<file path="src/rtl/uart_tx_arb.sv">
// Round-robin, frame-granular arbiter sharing one UART byte transmitter among 4 sources.
// Optional LOAD timeout/abort is compiled in with `define ARB_TIMEOUT_EN.
module uart_tx_arb #(
  parameter logic [15:0] MAX_FRAME   = 16'd256,
  parameter logic [15:0] TIMEOUT_LEN = 16'd4096
) (
  input  logic        clk,
  input  logic        rst,
  input  logic        init_done,
  input  logic [3:0]  req,
  input  logic [31:0] src_data,
  input  logic [3:0]  src_valid,
  input  logic [3:0]  src_last,
  output logic [3:0]  src_ready,
  output logic [3:0]  grant,
  output logic [7:0]  tx_data,
  output logic        tx_start,
  input  logic        tx_busy,
  output logic        frame_done,
  output logic        frame_abort
);

  typedef enum logic [2:0] {
    IDLE  = 3'd0,
    LOAD  = 3'd1,
    SEND  = 3'd2,
    GUARD = 3'd3,
    WAIT  = 3'd4
  } state_t;

  state_t      state;
  logic [1:0]  last_grant;
  logic [15:0] byte_cnt;
  logic        last_f;

  logic [1:0]  gidx;
  logic        sel_valid;
  logic        sel_last;
  logic [7:0]  sel_data;
  logic        frame_end;

  // First requester after `last`, searching last+1 .. last+4 (mod 4).
  function automatic logic [1:0] rr_pick(input logic [3:0] r, input logic [1:0] last);
    logic [1:0] idx;
    logic [1:0] pick;
    logic       found;
    pick  = 2'd0;
    found = 1'b0;
    for (int k = 1; k <= 4; k++) begin
      idx = last + k[1:0];
      if (!found && r[idx]) begin
        pick  = idx;
        found = 1'b1;
      end
    end
    return pick;
  endfunction

  function automatic logic [1:0] oh_to_idx(input logic [3:0] oh);
    logic [1:0] idx;
    idx = 2'd0;
    if (oh[1]) idx = 2'd1;
    if (oh[2]) idx = 2'd2;
    if (oh[3]) idx = 2'd3;
    return idx;
  endfunction

  assign gidx      = oh_to_idx(grant);
  assign sel_valid = src_valid[gidx];
  assign sel_last  = src_last[gidx];
  assign sel_data  = src_data[{gidx, 3'b000} +: 8];
  assign src_ready = (state == LOAD) ? grant : 4'b0000;
  assign frame_end = last_f || (byte_cnt == MAX_FRAME);

`ifdef ARB_TIMEOUT_EN
  logic [15:0] tout_cnt;
`else
  assign frame_abort = 1'b0;
`endif

  always_ff @(posedge clk or negedge rst) begin
    if (!rst) begin
      state       <= IDLE;
      grant       <= 4'b0000;
      tx_data     <= 8'h00;
      tx_start    <= 1'b0;
      frame_done  <= 1'b0;
      byte_cnt    <= 16'd0;
      last_grant  <= 2'd3;
      last_f      <= 1'b0;
`ifdef ARB_TIMEOUT_EN
      frame_abort <= 1'b0;
      tout_cnt    <= 16'd0;
`endif
    end else begin
      tx_start   <= 1'b0;
      frame_done <= 1'b0;
`ifdef ARB_TIMEOUT_EN
      frame_abort <= 1'b0;
`endif
      case (state)
        IDLE: begin
          if (init_done && |req) begin
            grant <= 4'b0001 << rr_pick(req, last_grant);
            state <= LOAD;
`ifdef ARB_TIMEOUT_EN
            tout_cnt <= 16'd0;
`endif
          end
        end
        LOAD: begin
          if (sel_valid) begin
            tx_data  <= sel_data;
            last_f   <= sel_last;
            byte_cnt <= byte_cnt + 16'd1;
            state    <= SEND;
          end
`ifdef ARB_TIMEOUT_EN
          else if (tout_cnt + 16'd1 == TIMEOUT_LEN) begin
            frame_abort <= 1'b1;
            last_grant  <= gidx;
            grant       <= 4'b0000;
            byte_cnt    <= 16'd0;
            state       <= IDLE;
          end else begin
            tout_cnt <= tout_cnt + 16'd1;
          end
`endif
        end
        SEND: begin
          if (!tx_busy) begin
            tx_start <= 1'b1;
            state    <= GUARD;
          end
        end
        // TX core raises busy one cycle after start; skip that cycle.
        GUARD: begin
          state <= WAIT;
        end
        WAIT: begin
          if (!tx_busy) begin
            if (frame_end) begin
              frame_done <= 1'b1;
              last_grant <= gidx;
              grant      <= 4'b0000;
              byte_cnt   <= 16'd0;
              state      <= IDLE;
            end else begin
              state <= LOAD;
`ifdef ARB_TIMEOUT_EN
              tout_cnt <= 16'd0;
`endif
            end
          end
        end
        default: begin
          state <= IDLE;
          grant <= 4'b0000;
        end
      endcase
    end
  end

endmodule

</file>
<file path="config.mk">
export PLATFORM = sky130hd
export DESIGN_NAME = uart_tx_arb
export DESIGN_NICKNAME = d
export VERILOG_FILES = /design/src/rtl/uart_tx_arb.sv
export SDC_FILE = /design/constraint.sdc
export NUM_CORES = 1
export LEC_CHECK = 0
export CORE_MARGIN = 2
export CORE_UTILIZATION = 42
export CTS_CLUSTER_DIAMETER = 40
export DETAILED_ROUTE_END_ITERATION = 8
export PLACE_DENSITY = 0.84
export SLEW_MARGIN = 20
export SYNTH_ARGS = -nofsm -noshare
export SYNTH_HDL_FRONTEND = slang
export SYNTH_SLANG_ARGS = --single-unit
export TNS_END_PERCENT = 5
</file>
<file path="constraint.sdc">
create_clock -name clk -period 1.8 [get_ports clk]
set_input_delay 0.36 -clock clk [delete_from_list [all_inputs] [get_ports clk]]
set_output_delay 0.36 -clock clk [all_outputs]
set_load 0.02 [all_outputs]
</file>
Yosys cells after proc, flatten, opt, wreduce, memory -nomap -nowiden
Cells that the tools add are included.
Storage, ports and cells
  input port bits: 48
  output and inout port bits: 19
  register bits: 36
  logic and storage cells: 98
Cells by class
  magnitude comparators: 5
  shift operators: 2
  muxes and demuxes: 50
  equality and inequality tests: 10
  bitwise logic cells: 2
  add/subtract/negate cells: 4
  reduce and logical (&&, ||, !) cells: 17
Operator list (count)
  $mux 16: 3
  $pmux 16 s2: 1
  $shiftx 32x6->8: 1
  $mux 1: 22
  $add 16x1->16 const B: 1
  $eq 16x9->1 const B: 1
  $mux 2: 8
  $mux 4: 4
  $lt 2x3->1 const B: 5
  $pmux 3 s5: 1
  $bmux 1 s2: 6
  $mux 3: 4
  $pmux 4 s3: 1
  $reduce_and 4->1: 3
  $ne 2x2->1 const B: 5
  $eq 3x2->1 const B: 2
  $add 2x2->2 const B: 2
  $logic_and 1x1->1: 4
  $reduce_or 4->1: 1
  $shl 1x2->4 const A: 1
  $eq 3x1->1 const B: 1
  $eq 3x3->1 const B: 1
  $logic_not 1->1: 3
  $logic_not 3->1: 1
  7 further kinds: 8

Longest topological paths before layout
Gate-level depths: netlist of the first run.
  word-level depth: 24
  gate-level depth with buffers: 7
  gate-level depth less buffers: 7

Least setup slack after synthesis of the first run
Ideal clock, no wire load.
  path type: reg-to-reg
  start: reg state[2]
  end: reg byte_cnt[15]
  cell stages (with the launch flop): 7
  data required time: 1721 ps
  data arrival time: 1918 ps
  setup time: 79 ps
  path buffers: 1
  setup slack: -198 ps
  clock period less this slack: 1998 ps
  cells stage by stage: dfrtp_1 -> buf_2 -> or3b_4 -> a2111oi_4 -> nand2_2 -> nor3_2 -> mux2i_1
On the way
  cells in the longest elaborated chain, start to end: 3
  elaborated cells on any way between the ends: 8
  classes of those cells: eq/ne (5); mux (1); reduce/logical (2)
Ends and longest elaborated chain
  from (decl): RTL line 31  | state_t state;
  from (signal assigned): RTL line 83  | state <= IDLE;
  from (signal assigned): RTL line 105  | state <= LOAD;
  from (signal assigned): RTL line 116  | state <= SEND;
  $eq 3x1->1 or $eq 3x3->1 (tied branches): RTL line 101  | case (state)
  $ne 2x2->1 (no line) or $reduce_bool 2->1 (tied branches)
  $reduce_and 4->1 (no line)
  to (signal assigned): RTL line 115  | byte_cnt <= byte_cnt + 16'd1;
  to (decl): RTL line 33  | logic [15:0] byte_cnt;
Parallel ways exist; a longest one is shown, timed or not.
A chain may end at the register's enable or synchronous reset.

Final worst setup path of the first run
  start: reg state[1]
  end: reg byte_cnt[11]
Same word-level chain as after synthesis.

==> results of run 1 <==
[synth_stat cells, types with 3 or more instances]
| library cell | count | share of area, % |
|---|---|---|
| nor4_1 | 3 | 0.90 |
| nand4_1 | 7 | 2.1 |
| and2_1 | 5 | 1.5 |
| nor2_1 | 23 | 4.1 |
| inv_1 | 8 | 1.4 |
| buf_2 | 3 | 0.72 |
| a21oi_1 | 16 | 3.8 |
| xor2_1 | 6 | 2.5 |
| nor3b_1 | 4 | 1.4 |
| o21ai_0 | 18 | 4.3 |
| o31ai_1 | 3 | 1.1 |
| or3_1 | 3 | 0.90 |
| mux2i_1 | 21 | 10 |
| nand2_1 | 27 | 4.8 |
| nand3_1 | 5 | 1.2 |
| dfrtp_1 | 34 | 41 |
| clkbuf_1 | 5 | 0.90 |
| o22ai_1 | 3 | 0.90 |
[registers in the layout, summed over array words and instances (netlist names)]
signal	count
byte_cnt	16
tx_data	8
grant	4
state	3
last_grant	2
frame_done	1
last_f	1
tx_start	1
[worst register-to-register path, stage by stage, from the launching register on]
cell and delay, ns:
dfrtp_1 0.39, buf_4 0.15, buf_4 0.14, or3b_2 0.49
nor2_4 0.14, buf_4 0.12, a21oi_1 0.09, a21oi_1 0.18
o21ai_1 0.09
[metrics by stage]
| stage | util [%] | cells |
|---|---|---|
| after global routing | 68.9 | 404 |
| after global placement | 65.0 | 392 |
| after CTS | 67.3 | 401 |
| final | 68.9 | 404 |
| after detailed placement | 65.0 | 392 |
| after floorplan | - | 230 |
[cell families (layout without fill, tap and decap cells)]
logic type	after synthesis	count (layout)	share of synthesized area, %
AOI/OAI and AO/OA	56	56	17.6
xor gates and xnor gates	6	6	2.51
adders and majority gates	2	2	1.19
buffers and inverters	20	127	4.00
DFF	36	36	43.1
muxes	22	22	10.6
other	1	1	0.179
and+or+nand+nor	87	87	20.9
[path summary, 6_finish.rpt]
kind	end	slack, ns	from
max	byte_cnt[11]	-0.09	state[1]
max reg2reg	byte_cnt[11]	-0.09	state[1]
min in group clk	byte_cnt[15]	0.49	byte_cnt[15]
max in group asynchronous	last_grant[1]	1.34	rst
min reg2reg	byte_cnt[15]	0.49	byte_cnt[15]
min	frame_done	0.09	rst
[report_power, final]
| part | internal, W | total [W] | switching, W |
|---|---|---|---|
| clock network | 0.000305 | 0.000593 | 0.000288 |
| registers | 0.00106 | 0.00127 | 0.000206 |
| logic | 0.00118 | 0.00234 | 0.00115 |
| total | 0.00255 | 0.00419 | 0.00164 |
[routing by layer]
layer	vias up	share of wire, %	track usage (%)
met5	-	0	0
met4	0	2.6	9.72
met3	14	6.3	5.35
met2	81	52	39.3
met1	1013	39	26.0
li1	1027	-	-
[area by class of cell]
| class | instances | area share [%] |
|---|---|---|
| clock inverter | 2 | 0.305 |
| clock buffer | 6 | 2.52 |
| sequential | 36 | 27.6 |
| tap | 67 | 2.56 |
| inverter | 9 | 1.03 |
| multi-input combinational | 174 | 36.1 |
| timing repair buffer | 110 | 29.8 |
[timing repair]
item | 4_1_cts | 5_1_grt
buffers inserted | 1 | 3
gates cloned | 0 | 0
pin swaps | 3 | 5
endpoints found under the setup margin | 19 | 33
resized for setup | 19 | 23
==> results.txt, run 1 <==
----------------------------------------------------
[Timing]
  Period Utilization, post-route ... 105%
  Final total negative setup slack ... -0.460 ns
  Final Max Tran Viols ... 0
  Max frequency ... 529 MHz
  RSZ-0062 raised after global routing ... yes
  Hold_ws ... 0.0936 ns
  Count of endpoints failing setup in the final report ... 17
  Final hold viol count ... 0
  Final worst-path setup slack ... -0.0917 ns
  Final period demand of the worst path ... 1.89 ns
  Worst clock skew on the final layout ... 0.00229 ns

[Logic synthesis]
  Synthesized Nets ... 280
  Synth warn ... 0
  Number of instances in the synthesized netlist ... 230
  Count of cell types in the netlist ... 48
  Post-synth EDFFs ... 0
  Average cell area after synthesis ... 9.12 sq um
  Commonest register cell after synthesis ... dfrtp_1
  Proportion of synthesized chip area in sequential cells ... 43.1%
  Async SR Flop Fraction ... 100%
  #FFs+latches synth ... 36
  Synthesized cell area ... 2100 sq um

[Cells and area]
  Cell area after layout ... 3280 sq um
  Final-layout fill cell count ... 389
  Area delta synth->final ... 56.3%
  Antenna diode instance count ... 0
  Most common library cell in the layout ignoring fill and taps ... clkdlybuf4s50_1
  Post-layout nets ... 386
  Area occupied by multi-input gates ... 1180 sq um
  Area of all sequential standard cells ... 906 sq um
  Share of cells above drive strength 1 ... 25.8%
  Leading cell types in the layout, fill and taps excluded ... 58 x clkdlybuf4s50_1, 43 x buf_4, 32 x dfrtp_1, 26 x nand2_1, 20 x mux2i_1

[Worst setup path]
  Stages on worst setup path ... 8
  Reg2Reg Depth ... 8
  Critical path cell sequence ... buf_4, buf_4, or3b_2, nor2_4, buf_4, a21oi_1, a21oi_1, o21ai_1
  Critical path's slowest cell ... or3b_2
  Worst Path Buf+Inv ... 3
  CP Class ... reg2reg
  Category of the worst setup path capture point ... register
  Startpoint class of the critical path ... register
  Worst path required time ... 1.97 ns
  Cell occurring most often along the worst timing path ... buf_4
  Crit Path Max Fanout ... 6
  Worst EP arrival ... 2.07 ns
  Kind of cell adding the most delay to the critical path ... simple AND/OR/NAND/NOR gates
  Largest incremental delay on the critical path ... 0.49 ns

[Floorplan]
  Number of primary I/O pins ... 67
  Core region area ... 4750 sq um
  Initial cell density of the core ... 44.1%
  Die height ... 74.7 microns
  Die footprint ... 5570 sq um
  Number of rows in the core area ... 25
  Die X-Extent ... 74.7 microns

[Clock network]
  Max Buffers Root-to-Sink ... 2
  Depth of the CTS H-tree ... 2
  Hold-fix buffers, CTS ... 0
  Worst skew pair latency ... 0.29 ns
  Number of clock sinks ... 36
  Clock transition at path regs ... 0.07 ns
  TritonCTS clock tree ... built
  CTS Root Buffer Type ... clkbuf_8
  Clock buffers created by TritonCTS ... 5

[Status]
  Violated checks ... setup timing
  Run status ... complete, but fails checks

[Detailed routing]
  Average wire per cell in the routed design ... 14.6 microns
  Overall via count from detail_route ... 2135
  DRC marker count from the first detailed-route iteration ... 118
  DRC ... 0
  Drt first pass iters ... 4
  Detail-routed via count per cell ... 5.28
  Number of nets with antenna violations after detailed routing ... 0
  Wire length after detailed routing ... 5.89 mm

[Placed design]
  Final HPWL from detailed placement ... 4.32 mm
  # port buffers ... 65
  Area after DPL ... 3090 sq um
  Worst slack after detailed placement ... -0.301 ns
  Final weighted congestion of routability-driven global placement ... 0.826

[Global route]
  Vias in the first global route ... 2151
  GRT Resource Usage Total ... 22.4%
  Maximum number of pins on one net before global-route repair ... 37
  First-pass GRT wire length ... 9.44 mm
  Total gr overflow ... 0
  Antenna violations before repair ... 0

[Pwr]
  Leakage power summed over all cells ... 1.43 nW
  Worst voltage drop across the vdd grid ... 0.705 mV
  Total power draw ... 0.00419 W
  Cell area power density ... 1280 nW/um^2

[Min path]
  Min-Delay Path Class ... in2async

[Run]
  Max-cap check violation count ... 0

----------------------------------------------------
No activity file was read; power rests on OpenSTA's default activity.
==> run 2, diff against run 1 <==
SLEW_MARGIN = default   (was 20)
==> results of run 2 <==
The final DEF is identical to that of run 1; final timing and power are the same.
==> run 3, diff against run 2 <==
SLEW_MARGIN = 40   (was default)
clock period = 1.7 ns   (was 1.8 ns; I/O delays follow)
==> run 3 against run 2 <==
The flow finishes with violations (hold timing, setup timing); critical path depth down 1; worst hold slack worse by 0.10 ns; combinational power up 2%; final area down 1.0%; global-route usage down 0.89 points; clock-buffer cell count up 2; via count down 1.5%; non-clock buffer count down 3; fmax down 0.79%.
==> results.txt, run 3 (same netlist as run 1, synthesis figures left out) <==
----------------------------------------------------
[Floorplan]
  Initial cell density of the core ... 44.1% (unchanged)
  Number of rows in the core area ... 25 (unchanged)
  Die footprint ... 5570 sq um (unchanged)
  Die height ... 74.7 microns (unchanged)
  Number of primary I/O pins ... 67 (unchanged)
  Core region area ... 4750 sq um (unchanged)
  Die X-Extent ... 74.7 microns (unchanged)

[Global route]
  GR met2 Demand/Resource ... 37.1% (-2.3 points)
  Antenna violations before repair ... 0 (unchanged)
  Most used routing layer ... met2
  First-pass GRT wire length ... 9.10 mm (-3.6%)
  GRT Resource Usage Total ... 21.5% (-0.89 points)
  Met1 Track Usage GR ... 26.0% (about the same)
  Fraction of met3 tracks used by global routing ... 5.62% (+0.27 points)
  Total gr overflow ... 0 (unchanged)
  Vias in the first global route ... 2012 (-6.5%)
  Maximum number of pins on one net before global-route repair ... 20 (-46%)

[Placed design]
  Final HPWL from detailed placement ... 4.32 mm (about the same)
  Final weighted congestion of routability-driven global placement ... 0.854 (+3.4%)
  Area after DPL ... 3090 sq um (unchanged)
  # port buffers ... 65 (unchanged)

[Detailed routing]
  Wire length after detailed routing ... 5.63 mm (-4.4%)
  Number of nets with antenna violations after detailed routing ... 0 (unchanged)
  Overall via count from detail_route ... 2103 (-1.5%)
  Average wire per cell in the routed design ... 14.0 microns (-3.7%)
  DRC ... 0 (unchanged)
  Drt first pass iters ... 4 (unchanged)
  DRC marker count from the first detailed-route iteration ... 114 (-3.4%)
  Detail-routed via count per cell ... 5.24 (-0.76%)

[Timing]
  Max frequency ... 524 MHz (-0.79%)
  Period Utilization, post-route ... 112% (+7.1 points)
  Final hold viol count ... 14 (+14)
  Count of endpoints failing setup in the final report ... 28 (+11)
  Hold_ws ... -0.00741 ns (-0.101 ns)
  Final period demand of the worst path ... 1.91 ns (+0.0150 ns)
  Final Max Tran Viols ... 0 (unchanged)
  Worst clock skew on the final layout ... 0.00731 ns (+0.00503 ns)
  Final worst-path setup slack ... -0.207 ns (-0.115 ns)
  RSZ-0062 raised after global routing ... yes

[Clock network]
  CTS Root Buffer Type ... clkbuf_8
  Clock transition at path regs ... 0.07 ns (about the same)
  Depth of the CTS H-tree ... 2 (unchanged)
  Number of clock sinks ... 36 (unchanged)
  Max Buffers Root-to-Sink ... 2 (unchanged)
  Worst skew pair latency ... 0.29 ns (about the same)
  TritonCTS clock tree ... built
  Clock buffers created by TritonCTS ... 5 (unchanged)

[Status]
  Run status ... complete, but fails checks
  Violated checks ... hold timing, setup timing

[Cells and area]
  Largest registers ... byte_cnt: 16 flops, tx_data: 8 flops, grant: 4 flops
  Final-layout fill cell count ... 384 (-1.3%)
  Leading cell types in the layout, fill and taps excluded ... 57 x clkdlybuf4s50_1, 40 x buf_4, 32 x dfrtp_1, 27 x nand2_1, 20 x mux2i_1
  Biggest register ... byte_cnt
  Max FFs per register ... 16 (unchanged)
  Post-layout nets ... 383 (-0.78%)
  Area occupied by multi-input gates ... 1170 sq um (-0.85%)
  Area of all sequential standard cells ... 906 sq um (unchanged)
  Antenna diode instance count ... 0 (unchanged)
  Most common library cell in the layout ignoring fill and taps ... clkdlybuf4s50_1
  Share of cells above drive strength 1 ... 24.3% (-1.6 points)
  Area delta synth->final ... 54.7%
  Cell area after layout ... 3240 sq um (-1.0%)

[Min path]
  Min-Delay Path Class ... in2async

[Worst setup path]
  Kind of cell adding the most delay to the critical path ... simple AND/OR/NAND/NOR gates
  Category of the worst setup path capture point ... register
  Worst Path Buf+Inv ... 2 (-1)
  Reg2Reg Depth ... 7 (-1)
  Worst path required time ... 1.91 ns (-0.06 ns)
  CP Class ... reg2reg
  Crit Path Max Fanout ... 5 (-1)
  Critical path cell sequence ... or3b_4, buf_6, a2111oi_4, buf_4, nand2_2, nor3_2, mux2i_1
  Stages on worst setup path ... 7 (-1)
  Worst EP arrival ... 2.12 ns (+0.05 ns)
  Startpoint class of the critical path ... register
  Critical path's slowest cell ... dfrtp_1
  Largest incremental delay on the critical path ... 0.41 ns (-0.08 ns)

[Pwr]
  Total power draw ... 0.00434 W (+3.5%)
  Portion of total power attributed to sequential cells ... 30.6% (+0.4 points)
  Leakage power summed over all cells ... 1.38 nW (-3.7%)
  Worst voltage drop across the vdd grid ... 0.798 mV (+13%)
  Logic pwr share ... 54.9% (-0.8 points)
  Relative contribution of the clock network to total power ... 14.5% (+0.4 points)
  Switching pwr ... 0.00169 W (+2.9%)
  Cell area power density ... 1340 nW/um^2 (+4.6%)
  Net switching fraction of the power ... 39.0% (-0.25 points)
  Internal power component ... 0.00265 W (+4.0%)

[Run]
  Max-cap check violation count ... 0 (unchanged)

----------------------------------------------------
[run 3: timing repair]
| item | in CTS | in global routing |
|---|---|---|
| resized for setup | 26 | 13 |
| pin swaps | 3 | 5 |
| setup endpoints to repair | 31 | 36 |
| cloned | 0 | 0 |
| hold buffers | 0 | 0 |
| setup buffers | 0 | 1 |
[run 3: area by class of cell]
cell class / count / share of cell area (%)
clock buffers: 8 / 2.78
inverters: 9 / 1.04
multi-input cells: 174 / 36.2
flip-flops and latches: 36 / 27.9
well taps: 67 / 2.58
repair buffers: 107 / 29.5
[run 3: worst paths after layout]
kind	startpoint	endpoint	slack [ns]
setup / recovery	state[1]	byte_cnt[15]	-0.21
hold / removal	rst	grant[1]	-0.007
setup reg to reg	state[1]	byte_cnt[15]	-0.21
hold reg to reg	byte_cnt[10]	byte_cnt[10]	0.50
max in group asynchronous	rst	byte_cnt[12]	1.18
min in group clk	byte_cnt[10]	byte_cnt[10]	0.50
[run 3: layer usage]
metal  share of wire, %  routed length (microns)  up-vias
met2                 51                     2890       80
met1                 40                     2240      990
li1                   -                        -     1023
met4                2.0                      110        0
met3                6.8                      381       10
met5                  0                        0        -
[run 3: worst reg2reg max path, stage by stage, from the launching register on]
cell	delay (ns)
dfrtp_1	0.41
or3b_4	0.41
buf_6	0.14
a2111oi_4	0.24
buf_4	0.21
nand2_2	0.08
nor3_2	0.13
mux2i_1	0.21
[run 3: power by group through the flow]
stage | Sequential, W | Combinational (W) | Clock (W)
finish | 0.00133 | 0.00239 | 0.000630
global route | 0.00136 | 0.00258 | 0.000673
CTS | 0.00132 | 0.00229 | 0.000629
detailed placement | 0.00133 | 0.00227 | 0
global placement | 0.00132 | 0.00220 | 0
floorplan | 0.00146 | 0.00114 | 0
[run 3: stage by stage]
| step | utilization (%) | instances | setup WS [ns] | setup TNS (ns) | hold WS, ns |
|---|---|---|---|---|---|
| 2_1_floorplan | - | 230 | -0.138 | -2.09 | 0.0444 |
| 3_3_place_gp | 65.0 | 392 | -0.270 | -6.77 | 0.304 |
| 3_5_place_dp | 65.0 | 392 | -0.324 | -8.18 | 0.312 |
| 4_1_cts | 67.0 | 400 | -0.182 | -2.22 | 0.00249 |
| 5_1_grt | 68.2 | 401 | -0.288 | -5.48 | 0.0234 |
| 6_report | 68.2 | 401 | -0.207 | -2.68 | -0.00741 |
